File: src/rtl/rtsnoc_rx_fifo.sv
// Receive-side FWFT flit buffer between the RTSNoC router local port and the wishbone slave.
// Optional destination filter enabled by defining RTSNOC_RX_FIFO_FILTER_EN.
module rtsnoc_rx_fifo #(
    parameter int unsigned SOC_SIZE_X     = 1,
    parameter int unsigned SOC_SIZE_Y     = 1,
    parameter int unsigned NOC_DATA_WIDTH = 16,
    parameter int unsigned NOC_LOCAL_ADR  = 0,
    parameter int unsigned NOC_X          = 0,
    parameter int unsigned NOC_Y          = 0,
    parameter int unsigned DEPTH_LOG2     = 3,
    localparam int unsigned BUS = NOC_DATA_WIDTH + 2 * SOC_SIZE_X + 2 * SOC_SIZE_Y + 6
) (
    input  logic                  clk_i,
    input  logic                  rst_n_i,
    input  logic [BUS-1:0]        rtr_dout_i,
    input  logic                  rtr_nd_i,
    output logic                  rtr_rd_o,
    output logic [BUS-1:0]        noc_dout_o,
    output logic                  noc_nd_o,
    input  logic                  noc_rd_i,
    output logic [DEPTH_LOG2:0]   fifo_level_o,
    output logic [7:0]            drop_cnt_o
);

    localparam int unsigned DEPTH = 1 << DEPTH_LOG2;

    localparam logic [1:0] ST_IDLE  = 2'd0;
    localparam logic [1:0] ST_POP   = 2'd1;
    localparam logic [1:0] ST_GUARD = 2'd2;

    logic [1:0]          state_q, state_d;
    logic                rtr_rd_q;
    logic                noc_rd_q;
    logic [DEPTH_LOG2:0] wr_ptr_q, rd_ptr_q;
    logic [DEPTH_LOG2:0] level;
    logic                full, empty;
    logic                do_pop, wr_en;
    logic [BUS-1:0]      mem [DEPTH];

    assign level = wr_ptr_q - rd_ptr_q;
    assign full  = (level == (DEPTH_LOG2 + 1)'(DEPTH));
    assign empty = (level == '0);

    always_comb begin
        state_d = state_q;
        case (state_q)
            ST_IDLE:  if (rtr_nd_i && !full) state_d = ST_POP;
            ST_POP:   state_d = ST_GUARD;
            ST_GUARD: state_d = ST_IDLE;
            default:  state_d = ST_IDLE;
        endcase
    end

    // rtr_rd_q mirrors state POP, so it also marks the cycle the flit is captured.
    always_ff @(posedge clk_i or negedge rst_n_i) begin
        if (!rst_n_i) begin
            state_q  <= ST_IDLE;
            rtr_rd_q <= 1'b0;
        end else begin
            state_q  <= state_d;
            rtr_rd_q <= (state_d == ST_POP);
        end
    end

    assign rtr_rd_o = rtr_rd_q;

`ifdef RTSNOC_RX_FIFO_FILTER_EN
    logic [2:0]            dst_local;
    logic [SOC_SIZE_Y-1:0] dst_y;
    logic [SOC_SIZE_X-1:0] dst_x;
    logic                  addr_match;
    logic                  drop;
    logic [7:0]            drop_cnt_q;

    assign dst_local  = rtr_dout_i[NOC_DATA_WIDTH +: 3];
    assign dst_y      = rtr_dout_i[NOC_DATA_WIDTH + 3 +: SOC_SIZE_Y];
    assign dst_x      = rtr_dout_i[NOC_DATA_WIDTH + 3 + SOC_SIZE_Y +: SOC_SIZE_X];
    assign addr_match = (dst_local == 3'(NOC_LOCAL_ADR)) &&
                        (dst_y == SOC_SIZE_Y'(NOC_Y)) &&
                        (dst_x == SOC_SIZE_X'(NOC_X));
    assign wr_en      = rtr_rd_q && addr_match;
    assign drop       = rtr_rd_q && !addr_match;

    always_ff @(posedge clk_i or negedge rst_n_i) begin
        if (!rst_n_i) begin
            drop_cnt_q <= 8'd0;
        end else if (drop && (drop_cnt_q != 8'hFF)) begin
            drop_cnt_q <= drop_cnt_q + 8'd1;
        end
    end

    assign drop_cnt_o = drop_cnt_q;
`else
    assign wr_en      = rtr_rd_q;
    assign drop_cnt_o = 8'd0;
`endif

    // Only the rising edge of the slave's level-type read request pops.
    assign do_pop = noc_rd_i && !noc_rd_q && !empty;

    always_ff @(posedge clk_i or negedge rst_n_i) begin
        if (!rst_n_i) begin
            noc_rd_q <= 1'b0;
            wr_ptr_q <= '0;
            rd_ptr_q <= '0;
        end else begin
            noc_rd_q <= noc_rd_i;
            if (wr_en) wr_ptr_q <= wr_ptr_q + (DEPTH_LOG2 + 1)'(1);
            if (do_pop) rd_ptr_q <= rd_ptr_q + (DEPTH_LOG2 + 1)'(1);
        end
    end

    always_ff @(posedge clk_i) begin
        if (wr_en) mem[wr_ptr_q[DEPTH_LOG2-1:0]] <= rtr_dout_i;
    end

    assign noc_dout_o   = empty ? '0 : mem[rd_ptr_q[DEPTH_LOG2-1:0]];
    assign noc_nd_o     = !empty;
    assign fifo_level_o = level;

endmodule

File: config.mk
export PLATFORM = sky130hd
export DESIGN_NAME = rtsnoc_rx_fifo
export DESIGN_NICKNAME = d
export VERILOG_FILES = /design/src/rtl/rtsnoc_rx_fifo.sv
export SDC_FILE = /design/constraint.sdc
export NUM_CORES = 1
export LEC_CHECK = 0
export ABC_CLOCK_PERIOD_IN_PS = 4100
export BUFFER_PORTS_ARGS = -buffer_cell sky130_fd_sc_hd__buf_2
export CELL_PAD_IN_SITES_DETAIL_PLACEMENT = 1
export CELL_PAD_IN_SITES_GLOBAL_PLACEMENT = 1
export CORE_ASPECT_RATIO = 1.4
export CORE_MARGIN = 3
export CORE_UTILIZATION = 52
export DETAILED_ROUTE_END_ITERATION = 10
export PLACE_DENSITY = 0.9
export SLEW_MARGIN = 0
export SYNTH_ARGS = -nofsm -noshare
export SYNTH_HDL_FRONTEND = slang
export SYNTH_SLANG_ARGS = --single-unit
File: constraint.sdc
create_clock -name clk_i -period 4.1 [get_ports clk_i]
set_input_delay 0.82 -clock clk_i [delete_from_list [all_inputs] [get_ports clk_i]]
set_output_delay 0.82 -clock clk_i [all_outputs]
set_load 0.1 [all_outputs]
# --- Word-level counts from Yosys, hierarchy flattened ---
# Memory sizes are Yosys's and may differ from the RTL's.
# Index checks and enable logic that the tools add are counted.
word_totals:
  n_memories: 1
  ramBits: 208
  register_bits: 12
  inputBits: 30
mem_list:
  columns: ["memory", "depth", "width", "read_ports", "rd_ports_with_merged_regs", "write_ports", "line_no", "source"]
  rows:
  - ["mem", 8, 26, 1, 0, 1, "38", "logic [BUS-1:0] mem [DEPTH];"]
classes:
  n_reduce_logical: 8
  n_mux: 5
  eq_ne: 3
  n_addsub: 3
ops:
  columns: ["cell", "n"]
  rows:
  - ["26-bit 2-to-1 mux", 1]
  - ["4-bit by 1-bit adder with 4-bit output, second input constant", 2]
  - ["2-bit by 1-bit equality test with 1-bit output, second input constant", 2]
  - ["4-bit equality test, second input constant", 1]
  - ["4-bit logical NOT", 1]
  - ["2-bit case mux with 2 select lines", 1]
  - ["4-bit subtractor", 1]
  - ["1-bit logical AND", 3]
  - ["1-bit logical NOT", 3]
  - ["2-bit logical NOT", 1]
  - ["1-bit 2-to-1 mux", 2]
  - ["2-bit 2-to-1 mux", 1]

# --- Depth between registers and ports, before layout ---
# Gate-level depths: netlist of the first run.
depth:
  ltp_word: 7
  depth_mapped: 9

# --- Least setup slack after synthesis of the first run ---
# OpenSTA, ideal clock, no wires.
synth_path:
  path_kind: "flip-flop to output port"
  startpoint: "register rd_ptr_q[1]"
  endpoint: "output noc_dout_o[16]"
  path_stages_with_launch: 10
  arrival_time_ps: 4943
  setup_slack_ps: -1663
  path_buffers: 3
  required_ps: 3280
  cell_sequence: "dfrtp_1 buf_2 buf_1 inv_1 fa_1 xor2_1 or3_4 nor3_4 buf_6 a21oi_1"
synth_between:
  elab_chain_len: 3
  elab_cells_between_ends: 4
  cone_classes: "1 x add/sub; 1 x mux; 1 x reduce/logical; 1 x memory"
synth_rtl:
  columns: ["item", "line_no", "source"]
  rows:
  - ["start, declared", "34", "logic [DEPTH_LOG2:0] wr_ptr_q, rd_ptr_q;"]
  - ["start signal, assigned", "109", "if (do_pop) rd_ptr_q <= rd_ptr_q + (DEPTH_LOG2 + 1)'(1);"]
  - ["4-bit subtractor", "40", "assign level = wr_ptr_q - rd_ptr_q;"]
  - ["net fifo_level_o[2]", "21", "output logic [DEPTH_LOG2:0] fifo_level_o,"]
  - ["4-bit logical NOT", "42", "assign empty = (level == '0);"]
  - ["26-bit 2-to-1 mux", "117", "assign noc_dout_o = empty ? '0 : mem[rd_ptr_q[DEPTH_LOG2-1:0]];"]
  - ["end, declared", "18", "output logic [BUS-1:0] noc_dout_o,"]
# The timed path passes the listed nets, and every way through them passes these cells.

# --- Final worst setup path of the first run ---
layout_path:
  startpoint: "register wr_ptr_q[0]"
  endpoint: "output noc_dout_o[13]"
layout_between:
  elab_chain_len: 3
layout_rtl:
  columns: ["item", "line_no", "source"]
  rows:
  - ["start, declared", "34", null]
  - ["start signal, assigned", "108", "if (wr_en) wr_ptr_q <= wr_ptr_q + (DEPTH_LOG2 + 1)'(1);"]
  - ["4-bit subtractor", "40", null]
  - ["4-bit logical NOT", "42", null]
  - ["26-bit 2-to-1 mux", "117", null]
# Every way passes these cells.

==> results.py, run 1 <==
metrics = {
    "global_routing": {
        "track_usage": 0.219,
        "antenna_found_initial": 1,
        "first_global_vias": 4843,
        "grt_max_degree": 56,
        "grt-ovfl-total": 0,
        "grt_pass1_wl_mm": 29.4,
    },
    "finish": {
        "antenna_cells": 0,
        "multi_input_area_sq_mm": 0.00207,
        "layout-drive-gt1-share": 0.395,
        "area_growth_pct": 17.2,
        "final_cells": 728,
        "finish.net_count": 550,
        "regArea_sq_mm": 0.00655,
        "fill_cells": 1360,
    },
    "synth": {
        "synth_area_per_cell_sq_um": 19.9,
        "ys_seq_area_frac": 0.758,
        "synth_warnings": 0,
        "synth_area_sq_mm": 0.00864,
        "yosys_register_bits": 220,
        "syn_inst": 435,
        "ys_types": 34,
    },
    "drt": {
        "drcViolationCount": 0,
        "vias": 4345,
        "dr.pass1.iters": 4,
        "drt_iter0_markers": 331,
        "via_per_inst": 5.97,
        "wl_mm": 19.3,
        "ant_nets": 0,
        "wl_per_cell_um": 26.4,
    },
    "sta": {
        "fin_crit_sh": 0.967,
        "clock_skew_ns": 0.00975,
        "hold_viol": 0,
        "slew_viol_final": 0,
        "setup_viol": 0,
        "worst_slew_pin_slew_ns": 1.08,
        "min_period_ns": 3.96,
        "rsz0062_at_grt": "false",
        "timing.fmax_ghz": 0.252,
        "slew_headroom": 0.278,
    },
    "critical_path": {
        "path_class": "register to primary output",
        "worst_setup_path_start_kind": "register",
        "reg2reg_from": "wr_ptr_q[0]$_DFFE_PN0P_",
        "cpMostUsedCell": "inv_1",
        "critPathBufInv": 4,
        "critPathSlowestCell": "dfrtp_1",
        "cp-startpoint": "wr_ptr_q[0]$_DFFE_PN0P_",
        "path_cells": "inv_1 > ha_1 > inv_1 > fa_2 > xor2_4 > or3_4 > nor3_4 > buf_6 > a21oi_2 > buf_2",
        "worstPathArrival_ns": 3.14,
        "r2r_slack_ns": 1.51,
        "crit_end": "noc_dout_o[13]",
        "rr_worst_depth": 8,
        "path_delay_family": "buffers and inverters",
        "cp_data_required_time_ns": 3.28,
        "worstSetupPathDepth": 10,
        "cp-end-kind": "primary output",
        "reg2reg_to": "rd_ptr_q[1]$_DFFE_PN0P_",
        "cp_max_fo": 17,
        "crit_path_max_incr_delay_ns": 0.49,
    },
    "floorplanning": {
        "die_area_sq_mm": 0.0182,
        "fp-row-count": 55,
        "initial_core_util": 0.532,
        "pin_count": 70,
        "fp.coreArea_sq_mm": 0.0162,
        "die_h_um": 159,
        "die_w_um": 115,
    },
    "clock_network": {
        "htree_levels": 1,
        "cts_tree": "built",
        "path_clk_slew_ns": 0.07,
        "cts_num_sinks": 220,
        "clk_latency_ns": 0.50,
        "cts_buffers": 22,
        "post-cts-setup-buffer-count": 0,
        "cts-root-buf": "clkbuf_16",
        "cts_buffer_depth": 3,
    },
    "placed_design": {
        "hpwl_mm": 10.8,
        "portBuffers": 61,
        "place_inst": 689,
        "place.gp.congestion": 0.845,
    },
    "run_status": {
        "outcome": "finished clean",
    },
    "hold_path": {
        "hp-class": "input pin to asynchronous set/reset pin",
    },
    "flow_run": {
        "maxCapViolations": 0,
    },
}
## worst min path at each step
stage	startpoint	to	slack (ns)
floorplan	state_q[1]$_DFF_PN0_	state_q[1]$_DFF_PN0_	0.40
global placement	state_q[1]$_DFF_PN0_	state_q[1]$_DFF_PN0_	0.41
detailed placement	state_q[1]$_DFF_PN0_	state_q[1]$_DFF_PN0_	0.43
CTS	rst_n_i	wr_ptr_q[1]$_DFFE_PN0P_	0.19
global route	rst_n_i	wr_ptr_q[2]$_DFFE_PN0P_	0.20
finish	rst_n_i	rtr_rd_o$_DFF_PN0_	0.20
## cells in the final DEF, fill, tap and decap left out, types with 4 or more instances in the layout
cell	synthesis	routed
clkbuf_16	0	23
bufinv_16	0	4
dfrtp_1	12	10
nor2_2	0	6
mux4_2	52	52
buf_2	3	59
xnor2_1	4	4
buf_4	13	13
edfxtp_1	208	208
ha_1	5	5
clkinv_4	0	4
conb_1	1	8
nand2_1	57	57
inv_1	6	6
a21oi_2	1	27
## synthesized netlist by cell type (all sizes together)
| cell | number | share of area |
|---|---|---|
| or4b | 1 | 0.0016 |
| clkbuf | 8 | 0.0035 |
| o21ai | 1 | 0.00058 |
| xor2 | 3 | 0.0030 |
| conb | 1 | 0.00043 |
| mux4 | 52 | 0.14 |
| or3 | 1 | 0.0013 |
| dfrtp | 12 | 0.035 |
| clkinv | 1 | 0.00043 |
| o211ai | 1 | 0.0014 |
| o31ai | 1 | 0.0025 |
| buf | 19 | 0.016 |
| mux2 | 2 | 0.0026 |
| nand2b | 3 | 0.0022 |
| nand3b | 1 | 0.00087 |
| fa | 1 | 0.0023 |
| or2 | 2 | 0.0014 |
| nor3 | 3 | 0.0030 |
| a21oi | 30 | 0.018 |
| nor2 | 7 | 0.0030 |
| nand3 | 1 | 0.00058 |
| inv | 6 | 0.0026 |
| and3 | 1 | 0.00072 |
| nand2 | 57 | 0.025 |
| xnor2 | 4 | 0.0041 |
| o311ai | 1 | 0.0010 |
| ha | 5 | 0.0072 |
| edfxtp | 208 | 0.72 |
| nor2b | 2 | 0.0014 |
## area by class of cell
cell class	count	area share
clock inverters	11	0.0168
well taps	199	0.0246
inverters	7	0.00260
clock buffers	28	0.0607
flip-flops and latches	220	0.647
multi-input cells	188	0.204
repair buffers	75	0.0439
## stage by stage
stage / hold slack (ns) / TNS (ns) / worst slack, ns / cell area [sq um] / utilization
after floorplan: 0.403 / -2.07 / -0.110 / 8780 / -
after global placement: 0.413 / 0 / 0.702 / 9330 / 0.575
after detailed placement: 0.435 / 0 / 0.601 / 9330 / 0.575
after CTS: 0.192 / 0 / 0.0250 / 10100 / 0.623
after global routing: 0.198 / 0 / 0.0111 / 10100 / 0.623
final: 0.198 / 0 / 0.136 / 10100 / 0.623
## registers in the layout, summed over array words and instances (netlist names)
name      flops
mem         208
rd_ptr_q      4
wr_ptr_q      4
state_q       2
noc_rd_q      1
rtr_rd_o      1
## kinds of logic after synthesis
kind of cell    share of synthesized area
compound gates                     0.0233
xor+xnor                          0.00710
fa+ha+maj                         0.00956
buf+inv                            0.0226
flops                               0.758
mux                                 0.138
other cells                      0.000434
simple gates                       0.0410
## repair_timing
item / in CTS / in global routing
gates resized for setup: 0 / 1
setup endpoints to repair: 0 / 17
hold buffers: 0 / 0
## metal layers
| metal | routed length, um | track usage | vias up | share of wire |
|---|---|---|---|---|
| li1 | - | - | 1859 | - |
| met1 | 7350 | 0.292 | 2264 | 0.38 |
| met2 | 10300 | 0.375 | 180 | 0.53 |
| met3 | 1160 | 0.0300 | 40 | 0.060 |
| met4 | 461 | 0.0716 | 2 | 0.024 |
| met5 | 7 | 0 | - | 0.00036 |
Power of run 1 is left out: the tool's default activity adds up to more than one toggle a clock period on the data nets, which glitch-free logic cannot reach.
==> run 2: changes to the inputs <==
==> constraint.sdc (replaced) <==
create_clock -name clk_i -period 4.1 [get_ports clk_i]
set_input_delay 0.615 -clock clk_i [delete_from_list [all_inputs] [get_ports clk_i]]
set_output_delay 0.615 -clock clk_i [all_outputs]
set_load 0.1 [all_outputs]
==> run 2 against run 1 <==
Compared with the run above: setup slack gained 0.033 ns; utilization shrank 0.49 points; clock skew grew 0.00061 ns; critical path depth is the same; routed wire length shrank 2.6%; first-iteration DRC count is the same; fmax grew 0.83%.
==> results.py, run 2 (same netlist as run 1, synthesis figures left out) <==
metrics = {
    "run_status": {
        "outcome": "finished clean",
    },
    "critical_path": {
        "path_delay_family": "buffers and inverters",
        "rr_worst_depth": 8,
        "cpMostUsedCell": "inv_1",
        "reg2reg_to": "rd_ptr_q[1]$_DFFE_PN0P_",
        "critPathSlowestCell": "dfrtp_1",
        "worstPathArrival_ns": 3.32,
        "worst_setup_path_start_kind": "register",
        "cp_data_required_time_ns": 3.48,
        "path_class": "register to primary output",
        "cp-end-kind": "primary output",
        "reg2reg_from": "wr_ptr_q[0]$_DFFE_PN0P_",
        "path_cells": "inv_1 > ha_1 > inv_1 > fa_1 > xor2_4 > or3_4 > nor3_4 > buf_4 > a21oi_2 > buf_2",
        "r2r_slack_ns": 1.38,
        "cp_max_fo": 15,
        "critPathBufInv": 4,
        "cp-startpoint": "wr_ptr_q[0]$_DFFE_PN0P_",
        "crit_path_max_incr_delay_ns": 0.49,
    },
    "finish": {
        "final_cells": 725,
        "multi_input_area_sq_mm": 0.00206,
        "layout-drive-gt1-share": 0.394,
        "final_common_cell": "edfxtp_1",
        "finish.net_count": 550,
        "final_design_area_no_fill_sq_mm": 0.0100,
        "largest_reg_flops": 208,
        "area_growth_pct": 16.3,
        "regArea_sq_mm": 0.00655,
        "layout_common_cells": "edfxtp_1 (208), buf_2 (59), nand2_1 (57)",
        "fill_cells": 1379,
        "antenna_cells": 0,
    },
    "global_routing": {
        "track_usage": 0.217,
        "first_global_vias": 4854,
        "antenna_found_initial": 0,
        "grt-ovfl-total": 0,
        "grt_pass1_wl_mm": 29.3,
        "grt_max_degree": 56,
    },
    "floorplanning": {
        "die_w_um": 115,
        "die_h_um": 159,
        "die_area_sq_mm": 0.0182,
        "initial_core_util": 0.532,
        "fp.coreArea_sq_mm": 0.0162,
        "fp-row-count": 55,
        "pin_count": 70,
    },
    "drt": {
        "wl_per_cell_um": 25.9,
        "ant_nets": 0,
        "drt_iter0_markers": 331,
        "vias": 4322,
        "wl_mm": 18.8,
        "via_per_inst": 5.96,
        "drcViolationCount": 0,
        "dr.pass1.iters": 4,
    },
    "sta": {
        "slew_viol_final": 0,
        "clock_skew_ns": 0.0104,
        "rsz0062_at_grt": "false",
        "finalSetupTns_ns": 0,
        "timing.fmax_ghz": 0.254,
        "fin_crit_sh": 0.959,
        "min_period_ns": 3.93,
        "setup_viol": 0,
        "hold_viol": 0,
        "worst_slew_pin_slew_ns": 1.08,
        "slew_headroom": 0.278,
    },
    "placed_design": {
        "place_inst": 690,
        "place.gp.congestion": 0.743,
        "portBuffers": 61,
        "hpwl_mm": 11.2,
        "placed_cell_area_sq_mm": 0.00934,
    },
    "clock_network": {
        "clk_latency_ns": 0.48,
        "path_clk_slew_ns": 0.06,
        "post-cts-setup-buffer-count": 0,
        "cts_tree": "built",
        "cts_resized": 0,
        "cts_num_sinks": 220,
        "cts.hold.buffers_added": 0,
        "cts_buffer_depth": 3,
        "cts_buffers": 21,
        "htree_levels": 1,
        "cts-root-buf": "clkbuf_16",
    },
    "hold_path": {
        "hp-class": "input pin to asynchronous set/reset pin",
    },
    "flow_run": {
        "maxCapViolations": 0,
    },
}
run 2: stage by stage:
step                       util  hold slack [ns]  setup WS [ns]
after floorplan               -            0.319        -0.0646
after global placement    0.575            0.415          0.861
after detailed placement  0.575            0.440          0.713
after CTS                 0.618          0.00306          0.135
after global routing      0.618          0.00936         0.0269
final                     0.618          0.00648          0.169
run 2: area by class of cell:
class | count | area share
flip-flops and latches | 220 | 0.652
clock buffers | 23 | 0.0531
repair buffers | 76 | 0.0446
multi-input cells | 188 | 0.206
well taps | 199 | 0.0248
clock inverters | 12 | 0.0169
inverters | 7 | 0.00262
run 2: how the worst max path moves through the flow:
| stage | endpoint | cells past startpoint |
|---|---|---|
| after floorplan | noc_dout_o[10] | 8 |
| after global placement | noc_dout_o[3] | 10 |
| after detailed placement | noc_dout_o[6] | 10 |
| after CTS | noc_dout_o[2] | 10 |
| after global routing | noc_dout_o[6] | 10 |
| final | noc_dout_o[25] | 10 |
run 2: worst register-to-register path, stage by stage, from the launching register on:
cell     delay [ns]
dfrtp_1        0.49
inv_1          0.12
ha_1           0.17
inv_1          0.06
fa_1           0.47
xor2_4         0.23
or3_4          0.39
o31ai_4        0.31
mux2_2         0.38
run 2: routing by layer:
| metal | wire, um | GRT usage |
|---|---|---|
| met2 | 10300 | 0.390 |
| met5 | 0 | 0 |
| met4 | 408 | 0.0615 |
| met3 | 789 | 0.0251 |
| met1 | 7290 | 0.280 |
Power of run 2 is left out for the same reason.
==> run 3: changes to the inputs <==
--- a/config.mk
+++ b/config.mk
@@ -10,7 +10,7 @@
 export CELL_PAD_IN_SITES_DETAIL_PLACEMENT = 1
 export CELL_PAD_IN_SITES_GLOBAL_PLACEMENT = 1
 export CORE_ASPECT_RATIO = 1.4
-export CORE_MARGIN = 3
+export CORE_MARGIN = 2
 export CORE_UTILIZATION = 52
 export DETAILED_ROUTE_END_ITERATION = 10
 export PLACE_DENSITY = 0.9
==> constraint.sdc (replaced) <==
create_clock -name clk_i -period 4.1 [get_ports clk_i]
set_input_delay 0.41 -clock clk_i [delete_from_list [all_inputs] [get_ports clk_i]]
set_output_delay 0.41 -clock clk_i [all_outputs]
set_load 0.1 [all_outputs]
==> run 3 against run 2 <==
Compared with the run above: the run now ends with design-rule violations left; clock-buffer cell count increased by 1; via count increased by 1.9%; fmax increased by 7.1%; routed wire length increased by 2.5%; critical path type unchanged; sequential share of layout area is 0.090 points lower; critical path depth unchanged.
==> results.py, run 3 (same netlist as run 1, synthesis figures left out) <==
metrics = {
    "run_status": {
        "outcome": "complete, but fails checks",
        "violations": "design-rule violations",
    },
    "placed_design": {
        "hpwl_mm": 11.2,
        "place.gp.congestion": 0.773,
        "placed_cell_area_sq_mm": 0.00934,
        "portBuffers": 61,
    },
    "critical_path": {
        "reg2reg_from": "wr_ptr_q[0]$_DFFE_PN0P_",
        "r2r_slack_ns": 1.46,
        "worst_setup_path_start_kind": "register",
        "reg2reg_to": "rd_ptr_q[1]$_DFFE_PN0P_",
        "path_class": "register to primary output",
        "path_delay_family": "buffers and inverters",
        "critPathBufInv": 4,
        "critPathSlowestCell": "dfrtp_1",
        "worstPathArrival_ns": 3.26,
        "crit_path_max_incr_delay_ns": 0.48,
        "cp_data_required_time_ns": 3.69,
        "path_cells": "inv_1 > ha_1 > inv_1 > fa_1 > xor2_4 > or3_4 > nor3_4 > buf_4 > a21oi_2 > buf_2",
        "cp_max_fo": 16,
        "cp-end-kind": "primary output",
        "cp-startpoint": "wr_ptr_q[0]$_DFFE_PN0P_",
        "cpMostUsedCell": "inv_1",
        "rr_worst_depth": 8,
    },
    "finish": {
        "layout-drive-gt1-share": 0.391,
        "regArea_sq_mm": 0.00655,
        "multi_input_area_sq_mm": 0.00206,
        "final_design_area_no_fill_sq_mm": 0.0101,
        "area_growth_pct": 16.4,
        "antenna_cells": 0,
        "largest_reg_flops": 208,
        "fill_cells": 1400,
        "layout_common_cells": "edfxtp_1 (208), buf_2 (59), nand2_1 (57)",
        "final_common_cell": "edfxtp_1",
        "finish.net_count": 551,
    },
    "floorplanning": {
        "fp-row-count": 55,
        "pin_count": 70,
        "die_w_um": 113,
        "die_h_um": 157,
        "initial_core_util": 0.532,
        "fp.coreArea_sq_mm": 0.0162,
        "die_area_sq_mm": 0.0177,
    },
    "sta": {
        "rsz0062_at_grt": "false",
        "slew_viol_final": 0,
        "hold_slack_ns": 0.0398,
        "min_period_ns": 3.67,
        "slew_headroom": 0.280,
        "setup_viol": 0,
        "hold_viol": 0,
        "clock_skew_ns": 0.0143,
        "timing.fmax_ghz": 0.273,
        "worst_slew_pin_slew_ns": 1.08,
        "finalSetupTns_ns": 0,
        "fin_crit_sh": 0.895,
    },
    "clock_network": {
        "cts_resized": 0,
        "cts.hold.buffers_added": 1,
        "path_clk_slew_ns": 0.07,
        "cts_num_sinks": 220,
        "post-cts-setup-buffer-count": 0,
        "cts_buffers": 21,
        "cts_buffer_depth": 3,
        "htree_levels": 1,
        "clk_latency_ns": 0.50,
        "cts_tree": "built",
        "cts-root-buf": "clkbuf_16",
    },
    "drt": {
        "wl_per_cell_um": 26.4,
        "dr.pass1.iters": 8,
        "vias": 4402,
        "wl_mm": 19.2,
        "drcViolationCount": 5,
        "drt_iter0_markers": 335,
        "ant_nets": 0,
        "via_per_inst": 6.05,
    },
    "global_routing": {
        "track_usage": 0.227,
        "grt-ovfl-total": 0,
        "grt_max_degree": 56,
        "first_global_vias": 4828,
        "antenna_found_initial": 0,
        "grt_pass1_wl_mm": 29.4,
    },
    "hold_path": {
        "hold_depth": 1,
        "hp-class": "input pin to register",
        "holdCritStartpoint": "noc_rd_i",
        "holdPathEnd": "noc_rd_q$_DFF_PN0_",
    },
    "flow_run": {
        "maxCapViolations": 0,
    },
}
==> run 3: cell types whose count changed in the layout (fill, tap and decap cells not counted) <==
cell,delta
clkinvlp_4,-3
clkinv_2,+2
clkbuf_1,+1
clkinv_1,+1
clkinv_4,+1
dlygate4sd3_1,+1
==> run 3: layout make-up <==
class | count | area share
Clock inverter | 13 | 0.0169
Clock buffer | 24 | 0.0534
Multi-Input combinational cell | 188 | 0.205
Sequential cell | 220 | 0.651
Timing Repair Buffer | 77 | 0.0455
Inverter | 7 | 0.00261
Tap cell | 199 | 0.0248
==> run 3: how the worst max path moves through the flow <==
stage / to / cells after the start
floorplan: noc_dout_o[10] / 8
global placement: noc_dout_o[4] / 10
detailed placement: noc_dout_o[0] / 10
CTS: noc_dout_o[6] / 10
global route: noc_dout_o[6] / 10
finish: noc_dout_o[6] / 10
==> run 3: through the flow <==
step	cells	util	setup WS, ns
6_report	728	0.619	0.430
3_5_place_dp	690	0.575	0.962
3_3_place_gp	690	0.575	1.06
4_1_cts	728	0.619	0.425
5_1_grt	728	0.619	0.303
2_1_floorplan	442	-	0.140
==> run 3: routing by layer <==
layer,part of all wire,vias to the layer above,wire length [um],GRT usage
li1,-,1866,-,-
met5,0,-,0,0
met2,0.52,187,9950,0.383
met3,0.052,39,1010,0.0310
met4,0.025,0,478,0.0848
met1,0.41,2310,7790,0.306
Power of run 3 is left out for the same reason.
